===== src/rtl/dmem_access_ctrl_pkg.sv =====
// Shared encodings for the data-memory access controller: funct3 codes,
// FSM states and requester identifiers.
package dmem_pkg;

  localparam logic [2:0] F3_B  = 3'b000;
  localparam logic [2:0] F3_H  = 3'b001;
  localparam logic [2:0] F3_W  = 3'b010;
  localparam logic [2:0] F3_BU = 3'b100;
  localparam logic [2:0] F3_HU = 3'b101;

  typedef enum logic [1:0] {IDLE, RD, WR, RESP} dmem_state_e;
  typedef enum logic {PORT_C, PORT_D} port_e;

endpackage


===== src/rtl/dmem_access_ctrl_if.sv =====
// Requester port bundle (core LSU / debug-DMA) and the word-memory bundle.
// The controller uses the slave side of the port bundle and the master side of the memory bundle.
interface dmem_port_if #(parameter int AW = 9, parameter int DW = 32);
  logic          req;
  logic          we;
  logic [2:0]    funct3;
  logic [AW-1:0] addr;
  logic [DW-1:0] wdata;
  logic          gnt;
  logic          rvalid;
  logic [DW-1:0] rdata;
  logic          err;

  modport master (output req, we, funct3, addr, wdata, input gnt, rvalid, rdata, err);
  modport slave  (input req, we, funct3, addr, wdata, output gnt, rvalid, rdata, err);
endinterface

interface dmem_mem_if #(parameter int AW = 9, parameter int DW = 32);
  logic [AW-1:0] addr;
  logic          we;
  logic [DW-1:0] wdata;
  logic [DW-1:0] rdata;

  modport master (output addr, we, wdata, input rdata);
  modport slave  (input addr, we, wdata, output rdata);
endinterface


===== src/rtl/dmem_access_ctrl_lane_align.sv =====
// Combinational lane logic: load byte/half extraction with sign/zero extension,
// sub-word store merge into the old word, and misaligned/illegal funct3 detection.
module dmem_lane_align
  import dmem_pkg::*;
#(parameter int DATA_W = 32)
(
  input  logic              we_i,
  input  logic [2:0]        funct3_i,
  input  logic [1:0]        addr_lo_i,
  input  logic [DATA_W-1:0] wdata_i,
  input  logic [DATA_W-1:0] rword_i,
  output logic [DATA_W-1:0] ldata_o,
  output logic [DATA_W-1:0] mword_o,
  output logic              err_o
);

  logic [7:0]  byte_sel;
  logic [15:0] half_sel;
  logic        illegal, misalign;

  assign byte_sel = rword_i[{addr_lo_i, 3'b000} +: 8];
  assign half_sel = rword_i[{addr_lo_i[1], 4'b0000} +: 16];

  always_comb begin
    ldata_o = rword_i;
    unique case (funct3_i)
      F3_B:    ldata_o = {{(DATA_W-8){byte_sel[7]}}, byte_sel};
      F3_H:    ldata_o = {{(DATA_W-16){half_sel[15]}}, half_sel};
      F3_BU:   ldata_o = {{(DATA_W-8){1'b0}}, byte_sel};
      F3_HU:   ldata_o = {{(DATA_W-16){1'b0}}, half_sel};
      default: ldata_o = rword_i;
    endcase
  end

  // Untouched lanes keep the old word read back during the RMW.
  always_comb begin
    mword_o = rword_i;
    unique case (funct3_i)
      F3_B:    mword_o[{addr_lo_i, 3'b000} +: 8]     = wdata_i[7:0];
      F3_H:    mword_o[{addr_lo_i[1], 4'b0000} +: 16] = wdata_i[15:0];
      default: mword_o = wdata_i;
    endcase
  end

  assign illegal  = we_i ? (funct3_i > F3_W)
                         : !(funct3_i inside {F3_B, F3_H, F3_W, F3_BU, F3_HU});
  assign misalign = ((funct3_i == F3_H || funct3_i == F3_HU) && addr_lo_i[0]) ||
                    (funct3_i == F3_W && addr_lo_i != 2'b00);
  assign err_o    = illegal | misalign;

endmodule


===== src/rtl/dmem_access_ctrl.sv =====
// Shares one single-ported word memory between the core (C) and debug/DMA (D) ports:
// round-robin arbitration, one transaction in flight, RMW for sub-word stores.
module dmem_access_ctrl
  import dmem_pkg::*;
#(parameter int DM_ADDRESS = 9, parameter int DATA_W = 32)
(
  input  logic       clk,
  input  logic       reset,
  dmem_port_if.slave c_if,
  dmem_port_if.slave d_if,
  dmem_mem_if.master mem_if
);

  dmem_state_e             state_q;
  port_e                   port_q, last_gnt_q;
  logic                    we_q, err_q;
  logic [2:0]              f3_q;
  logic [DM_ADDRESS-1:0]   addr_q;
  logic [DATA_W-1:0]       wdata_q;

  logic                    tie, pick_d, grant;
  logic                    in_we;
  logic [2:0]              in_f3;
  logic [DM_ADDRESS-1:0]   in_addr;
  logic [DATA_W-1:0]       in_wdata;
  logic                    sel_we;
  logic [2:0]              sel_f3;
  logic [1:0]              sel_lo;
  logic [DATA_W-1:0]       ldata, mword;
  logic                    lane_err, resp, c_resp, d_resp;

  // D wins when it is alone, or on a tie when C was granted last.
  assign tie    = c_if.req & d_if.req;
  assign pick_d = d_if.req & (~c_if.req | (last_gnt_q == PORT_C));
  assign grant  = (state_q == IDLE) & (c_if.req | d_if.req) & ~reset;

  assign in_we    = pick_d ? d_if.we     : c_if.we;
  assign in_f3    = pick_d ? d_if.funct3 : c_if.funct3;
  assign in_addr  = pick_d ? d_if.addr   : c_if.addr;
  assign in_wdata = pick_d ? d_if.wdata  : c_if.wdata;

  // The error check must see the incoming request in IDLE; later it sees the latched one.
  assign sel_we = (state_q == IDLE) ? in_we       : we_q;
  assign sel_f3 = (state_q == IDLE) ? in_f3       : f3_q;
  assign sel_lo = (state_q == IDLE) ? in_addr[1:0] : addr_q[1:0];

  dmem_lane_align #(.DATA_W(DATA_W)) u_lane (
    .we_i      (sel_we),
    .funct3_i  (sel_f3),
    .addr_lo_i (sel_lo),
    .wdata_i   (wdata_q),
    .rword_i   (mem_if.rdata),
    .ldata_o   (ldata),
    .mword_o   (mword),
    .err_o     (lane_err)
  );

  always_ff @(posedge clk or posedge reset) begin
    if (reset) begin
      state_q    <= IDLE;
      port_q     <= PORT_C;
      last_gnt_q <= PORT_D;
      we_q       <= 1'b0;
      err_q      <= 1'b0;
      f3_q       <= '0;
      addr_q     <= '0;
      wdata_q    <= '0;
    end else begin
      unique case (state_q)
        IDLE: if (grant) begin
          port_q  <= pick_d ? PORT_D : PORT_C;
          we_q    <= in_we;
          f3_q    <= in_f3;
          addr_q  <= in_addr;
          wdata_q <= in_wdata;
          err_q   <= lane_err;
          if (tie) last_gnt_q <= pick_d ? PORT_D : PORT_C;
          if (lane_err)                  state_q <= RESP;
          else if (in_we && in_f3 == F3_W) state_q <= WR;
          else                           state_q <= RD;
        end
        RD:   state_q <= we_q ? WR : RESP;
        WR:   state_q <= RESP;
        RESP: state_q <= IDLE;
        default: state_q <= IDLE;
      endcase
    end
  end

  assign c_if.gnt = grant & ~pick_d;
  assign d_if.gnt = grant &  pick_d;

  assign resp   = (state_q == RESP);
  assign c_resp = resp & (port_q == PORT_C);
  assign d_resp = resp & (port_q == PORT_D);

  assign c_if.rvalid = c_resp;
  assign d_if.rvalid = d_resp;
  assign c_if.err    = c_resp & err_q;
  assign d_if.err    = d_resp & err_q;
  assign c_if.rdata  = (c_resp & ~err_q & ~we_q) ? ldata : '0;
  assign d_if.rdata  = (d_resp & ~err_q & ~we_q) ? ldata : '0;

  // The memory's registered read port presents the old word during WR, so the merge uses it directly.
  assign mem_if.addr  = (state_q == RD || state_q == WR) ? {addr_q[DM_ADDRESS-1:2], 2'b00} : '0;
  assign mem_if.we    = (state_q == WR);
  assign mem_if.wdata = (state_q == WR) ? mword : '0;

endmodule

===== src/flat_wrapper.sv =====
// flat-port wrapper written by rule: the top's interface ports become plain ports
module dmem_access_ctrl_flat import dmem_pkg::*;
#(parameter int DM_ADDRESS = 9, parameter int DATA_W = 32)
  (clk, reset, c_if_req, c_if_we, c_if_funct3, c_if_addr, c_if_wdata, c_if_gnt, c_if_rvalid, c_if_rdata, c_if_err, d_if_req, d_if_we, d_if_funct3, d_if_addr, d_if_wdata, d_if_gnt, d_if_rvalid, d_if_rdata, d_if_err, mem_if_addr, mem_if_we, mem_if_wdata, mem_if_rdata);
  dmem_port_if c_if_i ();
  dmem_port_if d_if_i ();
  dmem_mem_if mem_if_i ();
  input  logic clk;
  input  logic reset;
  input wire logic [$bits(c_if_i.req)-1:0] c_if_req;
  input wire logic [$bits(c_if_i.we)-1:0] c_if_we;
  input wire logic [$bits(c_if_i.funct3)-1:0] c_if_funct3;
  input wire logic [$bits(c_if_i.addr)-1:0] c_if_addr;
  input wire logic [$bits(c_if_i.wdata)-1:0] c_if_wdata;
  output wire logic [$bits(c_if_i.gnt)-1:0] c_if_gnt;
  output wire logic [$bits(c_if_i.rvalid)-1:0] c_if_rvalid;
  output wire logic [$bits(c_if_i.rdata)-1:0] c_if_rdata;
  output wire logic [$bits(c_if_i.err)-1:0] c_if_err;
  input wire logic [$bits(d_if_i.req)-1:0] d_if_req;
  input wire logic [$bits(d_if_i.we)-1:0] d_if_we;
  input wire logic [$bits(d_if_i.funct3)-1:0] d_if_funct3;
  input wire logic [$bits(d_if_i.addr)-1:0] d_if_addr;
  input wire logic [$bits(d_if_i.wdata)-1:0] d_if_wdata;
  output wire logic [$bits(d_if_i.gnt)-1:0] d_if_gnt;
  output wire logic [$bits(d_if_i.rvalid)-1:0] d_if_rvalid;
  output wire logic [$bits(d_if_i.rdata)-1:0] d_if_rdata;
  output wire logic [$bits(d_if_i.err)-1:0] d_if_err;
  output wire logic [$bits(mem_if_i.addr)-1:0] mem_if_addr;
  output wire logic [$bits(mem_if_i.we)-1:0] mem_if_we;
  output wire logic [$bits(mem_if_i.wdata)-1:0] mem_if_wdata;
  input wire logic [$bits(mem_if_i.rdata)-1:0] mem_if_rdata;
  assign c_if_i.req = c_if_req;
  assign c_if_i.we = c_if_we;
  assign c_if_i.funct3 = c_if_funct3;
  assign c_if_i.addr = c_if_addr;
  assign c_if_i.wdata = c_if_wdata;
  assign c_if_gnt = c_if_i.gnt;
  assign c_if_rvalid = c_if_i.rvalid;
  assign c_if_rdata = c_if_i.rdata;
  assign c_if_err = c_if_i.err;
  assign d_if_i.req = d_if_req;
  assign d_if_i.we = d_if_we;
  assign d_if_i.funct3 = d_if_funct3;
  assign d_if_i.addr = d_if_addr;
  assign d_if_i.wdata = d_if_wdata;
  assign d_if_gnt = d_if_i.gnt;
  assign d_if_rvalid = d_if_i.rvalid;
  assign d_if_rdata = d_if_i.rdata;
  assign d_if_err = d_if_i.err;
  assign mem_if_addr = mem_if_i.addr;
  assign mem_if_we = mem_if_i.we;
  assign mem_if_wdata = mem_if_i.wdata;
  assign mem_if_i.rdata = mem_if_rdata;
  dmem_access_ctrl #(.DM_ADDRESS(DM_ADDRESS), .DATA_W(DATA_W)) u_core (.clk(clk), .reset(reset), .c_if(c_if_i), .d_if(d_if_i), .mem_if(mem_if_i));
endmodule

===== config.mk =====
export PLATFORM = sky130hd
export DESIGN_NAME = dmem_access_ctrl_flat
export DESIGN_NICKNAME = d
export VERILOG_FILES = /design/src/rtl/dmem_access_ctrl_pkg.sv /design/src/rtl/dmem_access_ctrl_if.sv /design/src/rtl/dmem_access_ctrl_lane_align.sv /design/src/rtl/dmem_access_ctrl.sv /design/src/flat_wrapper.sv
export SDC_FILE = /design/constraint.sdc
export NUM_CORES = 1
export LEC_CHECK = 0
export BUFFER_PORTS_ARGS = -buffer_cell sky130_fd_sc_hd__buf_4
export CAP_MARGIN = 0
export CORE_ASPECT_RATIO = 1.4
export CORE_MARGIN = 2
export CORE_UTILIZATION = 40
export CTS_BUF_LIST = sky130_fd_sc_hd__clkbuf_16
export DETAILED_ROUTE_END_ITERATION = 10
export PLACE_DENSITY = 0.74
export SLEW_MARGIN = 10
export SYNTH_ARGS = -nofsm -noshare
export SYNTH_HDL_FRONTEND = slang
export SYNTH_SLANG_ARGS = --single-unit

===== constraint.sdc =====
create_clock -name clk -period 5 [get_ports clk]
set_clock_uncertainty 0.1 [all_clocks]
set_input_delay 1.25 -clock clk [delete_from_list [all_inputs] [get_ports clk]]
set_output_delay 1.25 -clock clk [all_outputs]
set_load 0.01 [all_outputs]

==> flow_summary.ini, run 1 <==
[floorplanning]
start_util = 0.4051
coreArea_um2 = 12250
design.portCount = 238
die-area_um2 = 13330
rows = 48
die_w_um = 98.15
dieHeight_um = 135.8

[yosys]
yosysSeqAreaShare = 0.2523
async_flop_share = 1.000
syn-cell-area_um2 = 4964
ys_ff_latch = 50
syn_avg_cell_area_um2 = 7.768
synthDistinctLibCells = 71
yosys_warnings = 0
synth_ff_type = dfrtp_1
synth_edf_count = 0
syn_inst = 639

[worst_setup_path]
cp.arrival_ps = 3510
startpoint_type = input port
worst-path-max-fanout = 12
cp.required_ps = 3650
cp-end-kind = primary output
crit_type = input port to primary output

[timing]
finalSetupViolations = 0
worst_pin_slew_ps = 1072
finalCriticalPeriod_ps = 4865
rsz0062_at_grt = false
period_share = 0.9729
hold_viol = 0
tns_ps = 0
hold_ws_ps = 407.5
clock.fmax_mhz = 205.6
slew_viol_final = 0
slew_headroom = 0.2851

[cts]
clk-insertion-delay-late_ps = 300
clock_path_buffers = 2
clk_pin_slew_worst_paths_ps = 70
cts_buffers = 5
clock-sinks = 50
cts_root_buf = clkbuf_16
cts_tree = done
cts_htree_levels = 2
ctsHoldBuffers = 0

[global_route]
grt_max_degree = 56
grt-ovfl-total = 0
track_usage = 0.2847
grt_pass1_vias = 5591
grt_pass1_wl_mm = 30.17
antenna_found_initial = 0

[power]
p_leak_nw = 3.519
power_density_nw_per_um2 = 622.3
ir_drop_uv = 265.3
finalPower_w = 0.004442

[routing]
routed_wl_mm = 20.07
final_antenna_net_count = 0
drc = 0
drt_first_pass_iters = 5
drt_iter0_markers = 456
drt-wirelength-per-cell_um = 19.62
vias_per_cell = 5.795
vias = 5928

[worst_hold_path]
worstHoldPathType = flip-flop to flip-flop

[finish]
regArea_um2 = 1252
final_cell_mix = buf_4, nand2_1, dfrtp_1, nor2_1, a22oi_1
antenna_cells = 0
nets = 1006
drive_gt1_frac = 0.3551
multi_input_area_um2 = 3422
nFillCells = 1200
area_delta_synth_final_pct = 43.81
final_common_cell = buf_4

[run]
drv_cap = 0

[place]
io_buffers = 235
place_hpwl_mm = 15.88
gp_congestion = 0.9695

[outcome]
status = finished, final reports clean
==> power breakdown <==
part	switching [W]	internal, W	leakage (nW)
registers	0.000223	0.000595	0.623
logic	0.00184	0.00145	2.82
clock network	0.000152	0.000182	0.0724
total	0.00222	0.00223	3.52
==> final timing paths <==
| check | slack (ps) | start | cells after the start | to |
|---|---|---|---|---|
| setup reg to reg | 2070 | u_core.state_q[0] | 9 | u_core.state_q[1] |
| setup / recovery | 140 | d_if_req | 10 | mem_if_wdata[8] |
| min in group asynchronous | 1110 | reset | 2 | u_core.f3_q[1] |
| hold reg to reg | 410 | u_core.addr_q[8] | 2 | u_core.addr_q[8] |
| max in group asynchronous | 2990 | reset | 2 | u_core.wdata_q[24] |
| hold / removal | 410 | u_core.addr_q[8] | 2 | u_core.addr_q[8] |
==> cell type report <==
cell class	instances	share of cell area
Clock inverter	3	0.002103
Multi-Input combinational cell	525	0.4794
Sequential cell	50	0.1755
Timing Repair Buffer	269	0.2882
Inverter	21	0.01104
Tap cell	150	0.02629
Clock buffer	5	0.01753
==> cells in the mapped netlist, drive strengths merged (2+ instances only) <==
| cell | number | area [um2] |
|---|---|---|
| a21boi | 11 | 86.33 |
| nand3 | 7 | 35.03 |
| nor3 | 9 | 45.04 |
| nand2 | 126 | 475.5 |
| a31oi | 4 | 52.55 |
| nor2b | 7 | 43.79 |
| and2 | 13 | 81.33 |
| buf | 20 | 152.6 |
| o31ai | 3 | 55.05 |
| a22oi | 43 | 322.8 |
| a21o | 10 | 75.07 |
| o21ai | 24 | 120.1 |
| nor2 | 48 | 190.2 |
| mux2i | 25 | 254.0 |
| nand2b | 8 | 50.05 |
| a221oi | 9 | 78.83 |
| nand3b | 10 | 75.07 |
| or2 | 2 | 12.52 |
| clkbuf | 24 | 90.09 |
| o221ai | 21 | 207.7 |
| a211oi | 7 | 75.07 |
| mux2 | 7 | 82.57 |
| a2bb2oi | 6 | 58.80 |
| ha | 8 | 100.1 |
| and3 | 12 | 75.07 |
| nand4 | 2 | 12.51 |
| o221a | 4 | 45.04 |
| o21a | 29 | 217.7 |
| a221o | 8 | 80.08 |
| o211ai | 5 | 37.54 |
| a21oi | 42 | 217.7 |
| dfrtp | 49 | 1226 |
| inv | 21 | 78.83 |
==> flip-flops by register name, indices dropped and copies added, names as in the netlist <==
name,count
u_core.addr_q,9
u_core.err_q,1
u_core.f3_q,3
u_core.last_gnt_q,1
u_core.port_q,1
u_core.state_q,2
u_core.wdata_q,32
u_core.we_q,1
==> timing repair <==
item | CTS | global route
buffers inserted | 0 | 0
endpoints found under the setup margin | 0 | 39
gates resized for setup | 0 | 3
==> stage by stage <==
stage / util / instance area, um2 / setup slack, ps / instances
CTS: 0.5814 / 7123 / 16.97 / 1023
global route: 0.5826 / 7138 / 3.558 / 1023
floorplan: - / 4967 / 222.5 / 640
global placement: 0.5700 / 6983 / 38.41 / 1015
finish: 0.5826 / 7138 / 135.4 / 1023
detailed placement: 0.5700 / 6983 / 18.84 / 1015
==> logic make-up after synthesis <==
| logic type | share of synthesized area |
|---|---|
| mux | 0.06781 |
| compound gates | 0.3655 |
| other cells | 0.0007555 |
| xor+xnor | 0.001765 |
| fa+ha+maj | 0.02017 |
| simple gates | 0.2269 |
| buf+inv | 0.06478 |
| flops | 0.2523 |
==> metal layers <==
layer | GRT usage | wire, um | up-vias
met3 | 0.04283 | 1345 | 64
li1 | - | - | 2818
met2 | 0.4806 | 9915 | 283
met1 | 0.3549 | 7907 | 2763
met4 | 0.1400 | 904 | 0
met5 | 0 | 0 | -
==> critical path: stages <==
cell and delay, ps:
buf_4 130, a21boi_4 160, buf_4 200, or3_4 360, a31oi_4 320, and2_1 380
buf_4 190, o221ai_1 110, nor2_1 230, buf_4 170
Note: power is estimated with default switching activity, not from simulation.
==> inputs of run 2 (changes only) <==
--- a/config.mk
+++ b/config.mk
@@ -12,6 +12,7 @@
 export CORE_UTILIZATION = 40
 export CTS_BUF_LIST = sky130_fd_sc_hd__clkbuf_16
 export DETAILED_ROUTE_END_ITERATION = 10
+export GPL_TIMING_DRIVEN = 0
 export PLACE_DENSITY = 0.74
 export SLEW_MARGIN = 10
 export SYNTH_ARGS = -nofsm -noshare
==> constraint.sdc (replaced) <==
create_clock -name clk -period 6.1 [get_ports clk]
set_clock_uncertainty 0.1 [all_clocks]
set_input_delay 1.525 -clock clk [delete_from_list [all_inputs] [get_ports clk]]
set_output_delay 1.525 -clock clk [all_outputs]
set_load 0.01 [all_outputs]
==> run 2 against run 1 <==
- die area is the same
- flip-flop and latch count is the same
- worst setup slack gained 41 ps
- critical endpoint is now mem_if_wdata[29]
- largest power group unchanged
- critical path depth grew 4
- highest routed layer unchanged
- via count grew 1.2%
- critical path type unchanged
- final cell count grew 1.1%
- design area shrank 0.42%
- clock power shrank 5%
==> flow_summary.ini, run 2 (synthesis results as in run 1) <==
[outcome]
status = finished, final reports clean

[routing]
drt_iter0_markers = 414
drt_first_pass_iters = 6
drc = 0
routed_wl_mm = 20.78
vias_per_cell = 5.805
drt-wirelength-per-cell_um = 20.10
vias = 6002
final_antenna_net_count = 0

[place]
place_hpwl_mm = 16.82
post-place-ws_ps = 126.2
io_buffers = 235
gp_congestion = 0.9358
post_dp_cell_area_um2 = 6939

[global_route]
antenna_found_initial = 1
grt_pass1_vias = 5659
grt_pass1_wl_mm = 31.31
grt_max_degree = 35
grt-ovfl-total = 0
track_usage = 0.2966

[timing]
period_share = 0.9710
rsz0062_at_grt = false
hold_viol = 0
finalCriticalPeriod_ps = 5923
finalSetupViolations = 0
worst_pin_slew_ps = 705.6
finalWorstSetupSlack_ps = 176.8
slew_headroom = 0.5162
tns_ps = 0
clock.fmax_mhz = 168.8
slew_viol_final = 0

[finish]
drive_gt1_frac = 0.3307
nets = 1016
largest_registers = u_core.wdata_q: 32 flops, u_core.addr_q: 9 flops, u_core.f3_q: 3 flops
largest-register = u_core.wdata_q
largest_reg_flops = 32
area_delta_synth_final_pct = 43.21
final_core_util = 0.5802
final_cell_mix = buf_4, nand2_1, dfrtp_1, nor2_1, a22oi_1
final_common_cell = buf_4
finalInstanceArea_um2 = 7108

[cts]
post_cts_buffers = 0
clock-sinks = 50
clk_pin_slew_worst_paths_ps = 60
ctsHoldBuffers = 0
cts_htree_levels = 2
cts_tree = done
cts_buffers = 5
cts_root_buf = clkbuf_16
clock_path_buffers = 2
clk-insertion-delay-late_ps = 290

[worst_setup_path]
cp-end-kind = primary output
cp.arrival_ps = 4300
startpoint_type = input port
crit_type = input port to primary output
cp.required_ps = 4470
worst-path-max-fanout = 11

[floorplanning]
dieHeight_um = 135.8
start_util = 0.4051
coreArea_um2 = 12250
rows = 48
die-area_um2 = 13330
design.portCount = 238
die_w_um = 98.15

[run]
drv_cap = 0

[worst_hold_path]
worstHoldPathType = flip-flop to flip-flop

[power]
p_leak_nw = 3.473
ir_drop_uv = 309.0
power_density_nw_per_um2 = 510.0
==> run 2: changes by cell type in the layout (fill, tap and decap cells not counted), moves of 2 or more <==
cell / change
buf_2: +5
clkbuf_1: +24
buf_4: -24
buf_6: +6
buf_12: -2
==> run 2: final cells by class <==
cell class | instances | area [um2]
Tap cell | 150 | 187.7
Multi-Input combinational cell | 525 | 3401
Fill cell | 1212 | 5144
Sequential cell | 50 | 1252
Buffer | 43 | 239.0
Clock buffer | 5 | 125.1
Inverter | 21 | 78.83
Timing Repair Buffer | 236 | 1784
Antenna cell | 1 | 2.502
Clock inverter | 3 | 37.54
==> run 2: layer usage <==
metal,up-vias,routed length [um],GRT usage
li1,2842,-,-
met1,2788,8013,0.3730
met2,310,10450,0.5057
met3,62,1362,0.03560
met4,0,957,0.1416
met5,-,0,0
==> run 2: critical path: stages <==
cell and delay, ps:
buf_4 130, a21boi_2 140, buf_6 170, mux2i_2 310, or2_1 250, buf_6 200, buf_4 240, ha_1 200
nor2b_1 140, buf_1 300, nand3b_1 120, a21oi_1 170, o221a_1 260, buf_4 140
==> run 2: per-stage QoR <==
step                total power, W  hold WS [ps]  instances
floorplan                 0.002291         372.1        640
global placement          0.003229         387.0       1025
detailed placement        0.003263         391.1       1026
CTS                       0.003588         404.8       1034
global route              0.003867         416.1       1033
finish                    0.003625         401.1       1034
==> run 2: worst paths after layout <==
path | start | endpoint | slack, ps | cells after the start
max | c_if_req | mem_if_wdata[29] | 180 | 14
min | u_core.addr_q[8] | u_core.addr_q[8] | 400 | 2
max reg2reg | u_core.state_q[1] | u_core.state_q[0] | 3030 | 11
min reg2reg | u_core.addr_q[8] | u_core.addr_q[8] | 400 | 2
max in group asynchronous | reset | u_core.wdata_q[19] | 4230 | 3
min in group asynchronous | reset | u_core.wdata_q[3] | 1140 | 2
==> run 2: power breakdown <==
group          switching (W)  internal (W)  total [W]  leakage (nW)
clock               0.000126      0.000191   0.000317        0.0826
sequential          0.000182      0.000487   0.000670         0.623
combinational        0.00153       0.00111    0.00264          2.77
total                0.00183       0.00179    0.00363          3.47
==> run 2: timing repair <==
| action | CTS | global route |
|---|---|---|
| gates resized for setup | 0 | 1 |
| endpoints found under the setup margin | 0 | 16 |
| hold endpoints to repair | 0 | 0 |
